### src/rtl/div_sqrt_iter_engine.sv
// div_sqrt_iter_engine
//   Multi-cycle mantissa divide / square-root engine built from a chain of
//   ITER_PER_CYCLE non-restoring iteration stages. It sits behind a start/done
//   handshake and produces a WIDTH-bit truncated result plus a sticky bit.
//
//   Divide : Result = floor((A << (WIDTH-1)) / B)
//   Sqrt   : Result = floor(sqrt(A << (WIDTH-1+Odd)))
//
// Ports
//   Clk_CI     clock
//   Rst_RBI    asynchronous active-low reset
//   Start_SI   start request, accepted while Ready_SO=1 and Kill_SI=0
//   Op_SI      0 = divide, 1 = square root (sampled at accept)
//   Odd_SI     sqrt only: odd exponent, radicand shifted one extra bit
//   Kill_SI    abort any operation in flight (wins over Start_SI)
//   A_DI       dividend / radicand, MSB set
//   B_DI       divisor, MSB set (ignored for sqrt)
//   Ready_SO   engine idle and able to accept a start
//   Busy_SO    operation in flight (~Ready_SO)
//   Done_SO    one-cycle pulse, Result_DO/Sticky_DO freshly updated
//   Result_DO  quotient or root, held until the next completed operation
//   Sticky_DO  final remainder nonzero
//
// Configuration macro
//   FPU_DIVSQRT_STICKY_EN : when defined, the remainder correction and
//   zero-detect are built; otherwise Sticky_DO is tied to 0. The FIX state
//   exists in both builds so latency is identical.

module div_sqrt_iter_engine #(
  parameter int unsigned WIDTH          = 24,
  parameter int unsigned ITER_PER_CYCLE = 2
) (
  input  logic             Clk_CI,
  input  logic             Rst_RBI,
  input  logic             Start_SI,
  input  logic             Op_SI,
  input  logic             Odd_SI,
  input  logic             Kill_SI,
  input  logic [WIDTH-1:0] A_DI,
  input  logic [WIDTH-1:0] B_DI,
  output logic             Ready_SO,
  output logic             Busy_SO,
  output logic             Done_SO,
  output logic [WIDTH-1:0] Result_DO,
  output logic             Sticky_DO
);

  localparam int unsigned N  = WIDTH / ITER_PER_CYCLE;
  localparam int unsigned RW = WIDTH + 3;
  localparam int unsigned CW = (N > 1) ? $clog2(N) : 1;

  localparam logic [1:0] S_IDLE = 2'd0;
  localparam logic [1:0] S_ITER = 2'd1;
  localparam logic [1:0] S_FIX  = 2'd2;

  if (ITER_PER_CYCLE < 1 || ITER_PER_CYCLE > 4 || (WIDTH % ITER_PER_CYCLE) != 0) begin : g_bad_cfg
    $error("div_sqrt_iter_engine: ITER_PER_CYCLE must be 1..4 and divide WIDTH");
  end

  logic [1:0]         state_q, state_d;
  logic [CW-1:0]      cnt_q, cnt_d;
  logic               op_q, op_d;
  logic [WIDTH-1:0]   b_q, b_d;
  logic [RW-1:0]      rem_q, rem_d;
  logic [WIDTH-1:0]   quo_q, quo_d;
  logic [2*WIDTH-1:0] rad_q, rad_d;
  logic [WIDTH-1:0]   res_q, res_d;
  logic               sticky_q, sticky_d;
  logic               done_q, done_d;

  logic [RW-1:0]      iterRem;
  logic [WIDTH-1:0]   iterQuo;
  logic [2*WIDTH-1:0] iterRad;
  logic [RW-1:0]      shifted;
  logic [RW-1:0]      trial;
  logic               qBit;
  logic               fixSticky;

  // Iteration chain. The partial remainder is a two's complement value of
  // RW bits; its MSB is the sign that picks add vs. subtract for the next
  // stage. Modulo-RW arithmetic is exact because every true intermediate
  // remainder fits in RW signed bits.
  //   Divide : remainder register holds 2*s (shift applied after the step),
  //            so the first step compares A directly against B.
  //   Sqrt   : remainder register holds R; each step brings in the next
  //            2-bit radicand digit and adds/subtracts 4Q+3 / 4Q+1, the low
  //            "11"/"01" being the carry-in tied to the digit position.
  always_comb begin
    iterRem = rem_q;
    iterQuo = quo_q;
    iterRad = rad_q;
    shifted = '0;
    trial   = '0;
    qBit    = 1'b0;
    for (int i = 0; i < ITER_PER_CYCLE; i++) begin
      if (op_q) begin
        shifted = {iterRem[RW-3:0], iterRad[2*WIDTH-1 -: 2]};
        if (iterRem[RW-1]) begin
          trial = shifted + {1'b0, iterQuo, 2'b11};
        end else begin
          trial = shifted - {1'b0, iterQuo, 2'b01};
        end
        iterRad = iterRad << 2;
      end else begin
        if (iterRem[RW-1]) begin
          trial = iterRem + {3'b000, b_q};
        end else begin
          trial = iterRem - {3'b000, b_q};
        end
      end
      qBit    = ~trial[RW-1];
      iterQuo = {iterQuo[WIDTH-2:0], qBit};
      iterRem = op_q ? trial : {trial[RW-2:0], 1'b0};
    end
  end

`ifdef FPU_DIVSQRT_STICKY_EN
  logic [RW-1:0] fixRem;

  // Final remainder: undo the divide's post-step doubling, then add back the
  // divisor (or 2Q+1 for sqrt) when the non-restoring remainder ended
  // negative. Only the remainder is corrected; the truncated result is
  // already exact.
  always_comb begin
    fixRem = op_q ? rem_q : {rem_q[RW-1], rem_q[RW-1:1]};
    if (fixRem[RW-1]) begin
      fixRem = fixRem + (op_q ? {2'b00, quo_q, 1'b1} : {3'b000, b_q});
    end
    fixSticky = |fixRem;
  end
`else
  assign fixSticky = 1'b0;
`endif

  // Control and next-state selection. Kill is applied last so it overrides
  // any start, iteration or writeback decided above.
  always_comb begin
    state_d  = state_q;
    cnt_d    = cnt_q;
    op_d     = op_q;
    b_d      = b_q;
    rem_d    = rem_q;
    quo_d    = quo_q;
    rad_d    = rad_q;
    res_d    = res_q;
    sticky_d = sticky_q;
    done_d   = 1'b0;
    case (state_q)
      S_IDLE: begin
        if (Start_SI && !Kill_SI) begin
          op_d    = Op_SI;
          b_d     = B_DI;
          quo_d   = '0;
          cnt_d   = '0;
          rem_d   = Op_SI ? '0 : {3'b000, A_DI};
          rad_d   = {(Odd_SI ? {A_DI, 1'b0} : {1'b0, A_DI}), {(WIDTH-1){1'b0}}};
          state_d = S_ITER;
        end
      end
      S_ITER: begin
        rem_d = iterRem;
        quo_d = iterQuo;
        rad_d = iterRad;
        cnt_d = cnt_q + CW'(1);
        if (cnt_q == CW'(N-1)) begin
          state_d = S_FIX;
        end
      end
      S_FIX: begin
        res_d    = quo_q;
        sticky_d = fixSticky;
        done_d   = 1'b1;
        state_d  = S_IDLE;
      end
      default: state_d = S_IDLE;
    endcase
    if (Kill_SI) begin
      state_d  = S_IDLE;
      done_d   = 1'b0;
      res_d    = res_q;
      sticky_d = sticky_q;
    end
  end

  always_ff @(posedge Clk_CI or negedge Rst_RBI) begin
    if (!Rst_RBI) begin
      state_q  <= S_IDLE;
      cnt_q    <= '0;
      op_q     <= 1'b0;
      b_q      <= '0;
      rem_q    <= '0;
      quo_q    <= '0;
      rad_q    <= '0;
      res_q    <= '0;
      sticky_q <= 1'b0;
      done_q   <= 1'b0;
    end else begin
      state_q  <= state_d;
      cnt_q    <= cnt_d;
      op_q     <= op_d;
      b_q      <= b_d;
      rem_q    <= rem_d;
      quo_q    <= quo_d;
      rad_q    <= rad_d;
      res_q    <= res_d;
      sticky_q <= sticky_d;
      done_q   <= done_d;
    end
  end

  assign Ready_SO  = (state_q == S_IDLE);
  assign Busy_SO   = ~Ready_SO;
  assign Done_SO   = done_q;
  assign Result_DO = res_q;
  assign Sticky_DO = sticky_q;

endmodule

### config.mk
export PLATFORM = sky130hd
export DESIGN_NAME = div_sqrt_iter_engine
export DESIGN_NICKNAME = d
export VERILOG_FILES = /design/src/rtl/div_sqrt_iter_engine.sv
export SDC_FILE = /design/constraint.sdc
export NUM_CORES = 1
export LEC_CHECK = 0
export CAP_MARGIN = 20
export CORE_AREA = 2 2 196 198
export CTS_CLUSTER_DIAMETER = 100
export DETAILED_ROUTE_END_ITERATION = 6
export DIE_AREA = 0 0 198 200
export GPL_TIMING_DRIVEN = 0
export PLACE_DENSITY = 0.53
export SYNTH_ARGS = -nofsm -noshare
export SYNTH_HDL_FRONTEND = slang
export SYNTH_SLANG_ARGS = --single-unit
### constraint.sdc
create_clock -name Clk_CI -period 13.6 [get_ports Clk_CI]
set_clock_uncertainty 0.1 [all_clocks]
set_input_delay 2.04 -clock Clk_CI [delete_from_list [all_inputs] [get_ports Clk_CI]]
set_output_delay 2.04 -clock Clk_CI [all_outputs]
set_load 0.01 [all_outputs]
==> results of run 1 <==
area by class of cell:
| cell class | instances | area (um^2) | area share (%) |
|---|---|---|---|
| tap | 511 | 639 | 4.23 |
| clock buffer | 17 | 425 | 2.82 |
| clock inverter | 15 | 179 | 1.18 |
| multi-input combinational | 1296 | 8740 | 57.9 |
| sequential | 155 | 3880 | 25.7 |
| inverter | 28 | 105 | 0.696 |
| buffer | 75 | 308 | 2.04 |
| timing repair buffer | 81 | 833 | 5.51 |
cells in the mapped netlist, types with 39 or more instances:
| library cell | count |
|---|---|
| ha_1 | 105 |
| dfrtp_1 | 155 |
| xnor2_1 | 92 |
| xor2_1 | 78 |
| mux2_2 | 47 |
| clkbuf_1 | 49 |
| a21oi_1 | 116 |
| o21ai_0 | 84 |
| nor2_1 | 134 |
| nand2_1 | 207 |
| nand3_1 | 50 |
| a21o_1 | 39 |
worst reg2reg max path: cells and delay by family (launching register included):
family	cells	cell delay, ps
flip-flops	1	460
XOR/XNOR	2	510
AO/OA/AOI/OAI	15	3450
buffers and inverters	3	650
AND/OR/NAND/NOR	8	2210
adder cells (fa/ha/maj)	3	1070
sequential cells by signal, summed over array words and instances, names as in the netlist:
register,flops
rad_q,48
b_q,24
Result_DO,24
cnt_q,4
quo_q,24
op_q,1
rem_q,27
Done_SO,1
state_q,2
path summary, 6_finish.rpt:
path	start	slack (ps)	depth (start not counted)	end
max	b_q[0]	5090	31	rem_q[21]
min	rad_q[37]	400	2	rad_q[37]
max reg2reg	b_q[0]	5090	31	rem_q[21]
min reg2reg	rad_q[37]	400	2	rad_q[37]
max in group asynchronous	Rst_RBI	11130	2	rad_q[11]
min in group asynchronous	Rst_RBI	1430	1	Result_DO[3]
cell families (layout without fill, tap and decap cells):
logic type | Yosys count | count (layout)
buffers and inverters | 103 | 216
AO/OA/AOI/OAI | 433 | 433
other | 1 | 1
XOR/XNOR | 171 | 171
adder cells (fa/ha/maj) | 107 | 107
flip-flops | 155 | 155
multiplexers | 52 | 52
AND/OR/NAND/NOR | 532 | 532
routing by layer:
metal | track usage (%) | vias to the layer above
li1 | - | 5772
met1 | 34.4 | 5798
met5 | 0 | -
met3 | 4.69 | 42
met2 | 37.3 | 318
met4 | 8.08 | 0
metrics by stage:
| stage | area (um^2) | worst slack [ps] | utilization (%) |
|---|---|---|---|
| 6_report | 15100 | 5090 | 40.4 |
| 5_1_grt | 15100 | 4490 | 40.4 |
| 4_1_cts | 15100 | 5200 | 40.4 |
| 3_5_place_dp | 14500 | 5260 | 38.8 |
| 3_3_place_gp | 14400 | 3600 | 38.6 |
| 2_1_floorplan | 13000 | 6850 | - |
==> summary.txt, run 1 <==
Routing
  • M1 WL: 22.8 mm
  • WL met2: 20.3 mm
  • Wirelength, routed: 47.2 mm
  • Drt via density: 5.48
  • First DRT Iteration DRCs: approximately 950
  • Residual DRC count: 0
  • TritonRoute pass-1 iters: 5
  • Wire length per cell: 21.7 um
  • DR WL met3: approximately 2.8 mm
  • Routed vias: between 10,000 and 15,000
  • Uppermost layer routed: met4
  • Remaining antenna violation count: 0

CTS
  • CTS HTree Levels: 4
  • Clock-pin transition on the worst setup and hold timing paths: 70 ps
  • CTS tree: yes
  • CTS Buf Count: 17
  • CTS Sinks: 155
  • Clock buffer depth: 2
  • Total setup buffers inserted after CTS: 0
  • Clk root buf: clkbuf_16
  • Hold buffer count at CTS: 0
  • Quantity of gates resized following cts: 0
  • Worst skew pair latency: 470 ps

Die
  • Die Wd: 198 um
  • Die Footprint: 39,600 um^2
  • # IOs: 82
  • Starting Density: a little over a third
  • Core Rows: 71
  • Die Y: 200 um
  • Core Box Area: 37,400 um^2

Finish
  • Final nets: 1,815
  • Most frequent cells in the layout: nand2_1 (207), dfrtp_1 (155), nor2_1 (134)
  • Commonest non-fill, non-tap cell in the layout: nand2_1
  • Fillers: 3,840
  • Final antenna diode count: 0
  • Fraction of layout cells with a size suffix above 1: 6.78%
  • Cell Count, Final, Fillers Out: 2,178
  • Area grow syn2layout: 16.0%

Logic synthesis
  • Adder-cell share of the synthesized area: around a tenth
  • Flops & latches, synth: 155
  • Synth warn: 0
  • Mapped Area: between 10,000 and 15,000 um^2
  • Ys async rst share: 100%
  • Mux cell area share after synthesis: 4.45%
  • Register area share after synthesis: 29.8%
  • Largest family of logic cells by synthesized area: compound AO/OA/AOI/OAI gates
  • Ys flop type: dfrtp_1
  • Synth area leader: dfrtp_1
  • Mapped Cells: about 1,600
  • Cell variety after synth: 72
  • Mean Syn Cell Area: 8.38 um^2
  • Synth top area cells: dfrtp_1 (30%), ha_1 (10%), xnor2_1 (6.2%), nand2_1 (6.0%), xor2_1 (5.2%)
  • Post-synthesis xor/xnor area fraction: 11.6%
  • Compound-Gate Fraction of Synth Area: 21.7%
  • Simple-gate share of the synthesized area: between 10% and 20%
  • EDFF count, synth: 0
  • Syn_nets: 1,715
  • Post-synth top area share: slightly below 30%

GRT
  • Pin count of the biggest net entering global routing: 86
  • GRT overflow: 0
  • Vias in the first global route: around 12,000
  • First-pass GRT wire length: 71.3 mm
  • GRT Total Usage: 24.3%
  • Antenna violations before repair: 0

Worst setup path
  • CP Class: reg -> reg
  • CP Capture Type: flop
  • Crit path top cell by count: a21oi_1
  • Worst path bufs/invs: 3
  • CP top delay family: compound AO/OA/AOI/OAI gates
  • Crit Path Max Fanout: 10
  • Worst Setup Start Kind: flop
  • Worst EP arrival: 8800 ps
  • Slowest stage delay, CP: 680 ps
  • Slowest library cell on the worst path: or4b_2
  • Crit path required time: 13,890 ps

Timing
  • Final period util: 62.6%
  • Fin. max-slew vios: 0
  • Hold Slack: approximately 400 ps
  • Setup TNS: 0 ps
  • Max_slew headroom: around a quarter
  • # setup viols final: 0
  • Final Hold Fails: 0
  • RSZ-0062 raised after global routing: no
  • Period minus WS final: 8510 ps
  • Worst Tran Pin Value: 1100 ps
  • Fmax achieved: 118 MHz

Placed design
  • Routability cong.: ~0.94
  • DPL Wire Length: 37.3 mm
  • Post-Place Cells: roughly 2,100
  • Port buffer count: 78

Run status
  • Run status: completed

Hold path
  • Hold Path Class: reg -> reg

Job
  • Max_cap viols: 0
Power of run 1 is not shown: default switching activity piles up to over one toggle a cycle in this logic, so the estimate is an artifact.
==> inputs of run 2 (changes only) <==
PLACE_DENSITY = 0.54   (was 0.53)
clock period = 7.2 ns   (was 13.6 ns; I/O delays follow)
==> summary.txt, run 2 (synthesis gave the netlist of run 1 again) <==
CTS
  • Worst skew pair latency: between 400 and 500 ps
  • CTS Buf Count: 17
  • CTS Sinks: 155
  • Clock buffer depth: 2
  • Clock-pin transition on the worst setup and hold timing paths: around 80 ps
  • CTS HTree Levels: 4
  • CTS tree: yes
  • Clk root buf: clkbuf_16

Timing
  • Final period util: between 90 and 100%
  • Max_slew headroom: about 30%
  • Period minus WS final: 7010 ps
  • Fin. max-slew vios: 0
  • Final Hold Fails: 0
  • Worst Tran Pin Value: about 1000 ps
  • # setup viols final: 0
  • Fmax achieved: ~140 MHz

Placed design
  • Post-Place Cells: approximately 2,100
  • Routability cong.: 0.932
  • Port buffer count: 78
  • DPL Wire Length: 37.2 mm

GRT
  • First-pass GRT wire length: ~72 mm
  • Antenna violations before repair: 1
  • Vias in the first global route: 11,700
  • Pin count of the biggest net entering global routing: 85
  • GRT overflow: 0
  • GRT Total Usage: 24.5%

Routing
  • Wire length per cell: 21.7 um
  • Wirelength, routed: 47.9 mm
  • Routed vias: 12,200
  • Remaining antenna violation count: 0
  • TritonRoute pass-1 iters: 5
  • First DRT Iteration DRCs: around 940
  • Residual DRC count: 0
  • Drt via density: between 5 and 6

Die
  • Core Rows: 71
  • # IOs: 82
  • Die Footprint: 39,600 um^2
  • Die Y: 200 um
  • Starting Density: 34.8%
  • Core Box Area: 37,400 um^2
  • Die Wd: 198 um

Finish
  • Fraction of layout cells with a size suffix above 1: 13.1%
  • Leading registers by flop count: rad_q: 48 flops, rem_q: 27 flops
  • Cell Count, Final, Fillers Out: 2,209
  • Final nets: 1,845
  • Most frequent cells in the layout: nand2_1 (205), dfrtp_1 (150), nor2_1 (130)
  • Largest register FFs: 48
  • Area grow syn2layout: 21.8%
  • Commonest non-fill, non-tap cell in the layout: nand2_1
  • Largest Register: rad_q

Worst setup path
  • CP Capture Type: flop
  • Worst EP arrival: 7250 ps
  • Crit Path Max Fanout: 10
  • Slowest stage delay, CP: 570 ps
  • Slowest library cell on the worst path: or4b_4
  • Crit path top cell by count: nor3_4
  • CP Class: reg -> reg
  • Crit path required time: 7430 ps
  • Worst Setup Start Kind: flop

Job
  • Max_cap viols: 0

Hold path
  • Hold Path Class: reg -> reg

Run status
  • Run status: completed
-- run 2: timing repair --
item                                   4_1_cts  5_1_grt
pin swaps                                   13       37
gates cloned                                 0        0
hold buffers                                 0        0
setup endpoints to repair                   21       15
endpoints found under the hold margin        0        0
gates resized for setup                     41       76
setup buffers                               13       22
-- run 2: layout make-up --
type	count	area, um^2
diodes	1	2.50
plain buffers	70	318
clock buffers	18	439
clock inverters	14	148
fillers	3806	21500
inverters	28	105
multi-input cells	1296	9230
flip-flops and latches	155	3880
well taps	511	639
repair buffers	116	1110
-- run 2: stage by stage --
step / setup WS, ps / hold WS [ps] / utilization, % / setup TNS [ps] / instance area [um^2]
finish: 186 / 400 / 42.4 / 0 / 15900
global route: -63.1 / 417 / 42.4 / -252 / 15900
CTS: 6.03 / 405 / 41.1 / 0 / 15400
detailed placement: -1200 / 386 / 38.8 / -13030 / 14500
global placement: -1800 / 379 / 38.6 / -289560 / 14400
floorplan: 449 / 361 / - / 0 / 13000
-- run 2: worst paths after layout --
| kind | cells past startpoint | slack, ps | startpoint | endpoint |
|---|---|---|---|---|
| worst min register to register | 1 | 400 | rad_q[2] | rad_q[6] |
| worst max-delay path | 31 | 190 | b_q[0] | rem_q[26] |
| max in group asynchronous | 2 | 5680 | Rst_RBI | rad_q[15] |
| worst min-delay path | 1 | 400 | rad_q[2] | rad_q[6] |
| worst max register to register | 31 | 190 | b_q[0] | rem_q[26] |
| min in group asynchronous | 1 | 470 | Rst_RBI | Result_DO[4] |
-- run 2: worst max-delay path: cells and delay by family (launching register included) --
kind	cells	cell delay (ps)
AOI/OAI and AO/OA	11	2070
xor gates and xnor gates	3	800
adders and majority gates	3	850
buffers and inverters	4	520
DFF	1	430
and+or+nand+nor	10	2100
-- run 2: layer usage --
metal | routed length (um) | vias to the layer above | global-route usage, %
met5 | 0 | - | 0
met4 | 892 | 0 | 6.43
met3 | 3490 | 32 | 3.55
met2 | 21200 | 399 | 38.4
met1 | 22300 | 5939 | 35.3
li1 | - | 5839 | -
Power of run 2 is left out for the same reason.
==> inputs of run 3 (changes only) <==
CORE_AREA = 4 4 198 200   (was 2 2 196 198)
CTS_CLUSTER_SIZE = 10   (was unset)
DIE_AREA = 0 0 202 204   (was 0 0 198 200)
==> summary.txt, run 3 (synthesis gave the netlist of run 1 again) <==
Routing
  • Wire length per cell: 21.3 um
  • Routed vias: 12,100
  • TritonRoute pass-1 iters: 5
  • First DRT Iteration DRCs: ~1,200
  • DR WL met3: 3.04 mm
  • Drt via density: 5.52
  • Uppermost layer routed: met4
  • Residual DRC count: 0
  • WL met2: 20.4 mm
  • Wirelength, routed: approximately 47 mm
  • Remaining antenna violation count: 0
  • M1 WL: about 22 mm

CTS
  • Clock buffer depth: 2
  • Clock-pin transition on the worst setup and hold timing paths: 90 ps
  • CTS Buf Count: 17
  • CTS tree: yes
  • Worst skew pair latency: roughly 460 ps
  • CTS HTree Levels: 4
  • Clk root buf: clkbuf_16
  • Hold buffer count at CTS: 0
  • CTS Sinks: approximately 160

Finish
  • Sequential cell area: 3880 um^2
  • Core Util, Final: a little over two fifths
  • Largest Register: rad_q
  • Multi-input logic area: 9120 um^2
  • Area grow syn2layout: 20.4%
  • Fillers: approximately 3,800
  • Commonest non-fill, non-tap cell in the layout: nand2_1
  • Fin area: 15,700 um^2
  • Leading registers by flop count: rad_q: 48 flops, rem_q: 27 flops
  • Final nets: about 1,800
  • Largest register FFs: 48
  • Most frequent cells in the layout: nand2_1 (206), dfrtp_1 (153), nor2_1 (131)
  • Fraction of layout cells with a size suffix above 1: 11.7%
  • Final antenna diode count: 0

Timing
  • Period minus WS final: 6940 ps
  • Fin. max-slew vios: 0
  • Final Hold Fails: 0
  • Fmax achieved: around 140 MHz
  • # setup viols final: 0
  • Final period util: 96.4%
  • Max_slew headroom: 34.4%
  • Worst Tran Pin Value: 981 ps

Worst setup path
  • CP Class: reg -> reg
  • Worst Setup Start Kind: flop
  • Crit path top cell by count: nor3_4
  • CP Capture Type: flop
  • Launch point of the worst path: b_q[0]
  • Crit Reg-Reg Endpoint: rem_q[25]
  • Crit Path Max Fanout: 10
  • Slowest stage delay, CP: approximately 590 ps
  • R2r setup slk: 260 ps
  • R2R depth: 31
  • Crit path required time: 7430 ps
  • Slowest library cell on the worst path: or4b_4
  • R2r startpoint: b_q[0]
  • Worst EP arrival: 7170 ps

Die
  • # IOs: about 80
  • Die Wd: 202 um
  • Core Rows: 71
  • Die Footprint: 41,200 um^2
  • Die Y: 204 um
  • Starting Density: 34.8%
  • Core Box Area: about 37,000 um^2

GRT
  • Vias in the first global route: 11,700
  • Antenna violations before repair: 0
  • First-pass GRT wire length: 70.9 mm
  • GRT overflow: 0
  • GRT Total Usage: 22.3%
  • Pin count of the biggest net entering global routing: 95

Placed design
  • Port buffer count: 78
  • Placed cell areas: 14,500 um^2
  • Routability cong.: 0.964
  • DPL Wire Length: between 30 and 40 mm

Job
  • Max_cap viols: 0

Hold path
  • Hold Path End: rad_q[5]
  • Min-Delay Path Depth: 1
  • Hold_sp: rad_q[1]
  • Hold Path Class: reg -> reg

Run status
  • Run status: completed
-- run 3: cell types whose count changed in the layout (fill, tap and decap cells not counted), sizes merged --
cell,before,now
buf,63,53
clkinv,4,5
clkinvlp,1,2
diode,1,0
inv,37,36
-- run 3: repair_timing --
item / CTS / global route
setup buffers: 10 / 14
endpoints found under the setup margin: 21 / 14
resized for setup: 37 / 54
pin swaps: 11 / 27
-- run 3: worst max-delay path by stage --
| stage | end |
|---|---|
| 4_1_cts | quo_q[0] |
| 5_1_grt | rem_q[25] |
| 6_report | rem_q[25] |
| 3_3_place_gp | rad_q[5] |
| 2_1_floorplan | rem_q[21] |
| 3_5_place_dp | quo_q[0] |
-- run 3: area by class of cell --
class / instances / share of cell area, %
Inverter: 28 / 0.670
Clock inverter: 15 / 1.09
Sequential cell: 155 / 24.7
Clock buffer: 17 / 2.71
Timing Repair Buffer: 105 / 6.44
Tap cell: 511 / 4.08
Multi-Input combinational cell: 1296 / 58.1
Buffer: 72 / 2.15
-- run 3: per-stage QoR --
step                      std cells  worst slack [ps]  setup TNS [ps]  hold WS (ps)
after CTS                      2186              13.8               0           400
after detailed placement       2146             -1130          -12230           380
after floorplan                1554               449               0           361
after global placement         2143             -1950         -306850           379
after global routing           2199             -36.8           -59.7           423
final                          2199               258               0           394
-- run 3: layer usage --
layer	global-route usage, %	vias to the layer above
met1	33.2	5879
met4	5.47	0
met2	34.1	386
met3	3.32	38
met5	0	-
li1	-	5833
-- run 3: critical path, delay by kind of cell (launching register included) --
family | cells | cell delay [ps]
adder cells (fa/ha/maj) | 3 | 800
AND/OR/NAND/NOR | 9 | 1670
flip-flops | 1 | 420
AO/OA/AOI/OAI | 13 | 2840
buffers and inverters | 3 | 470
XOR/XNOR | 3 | 490
Power of run 3 is left out for the same reason.
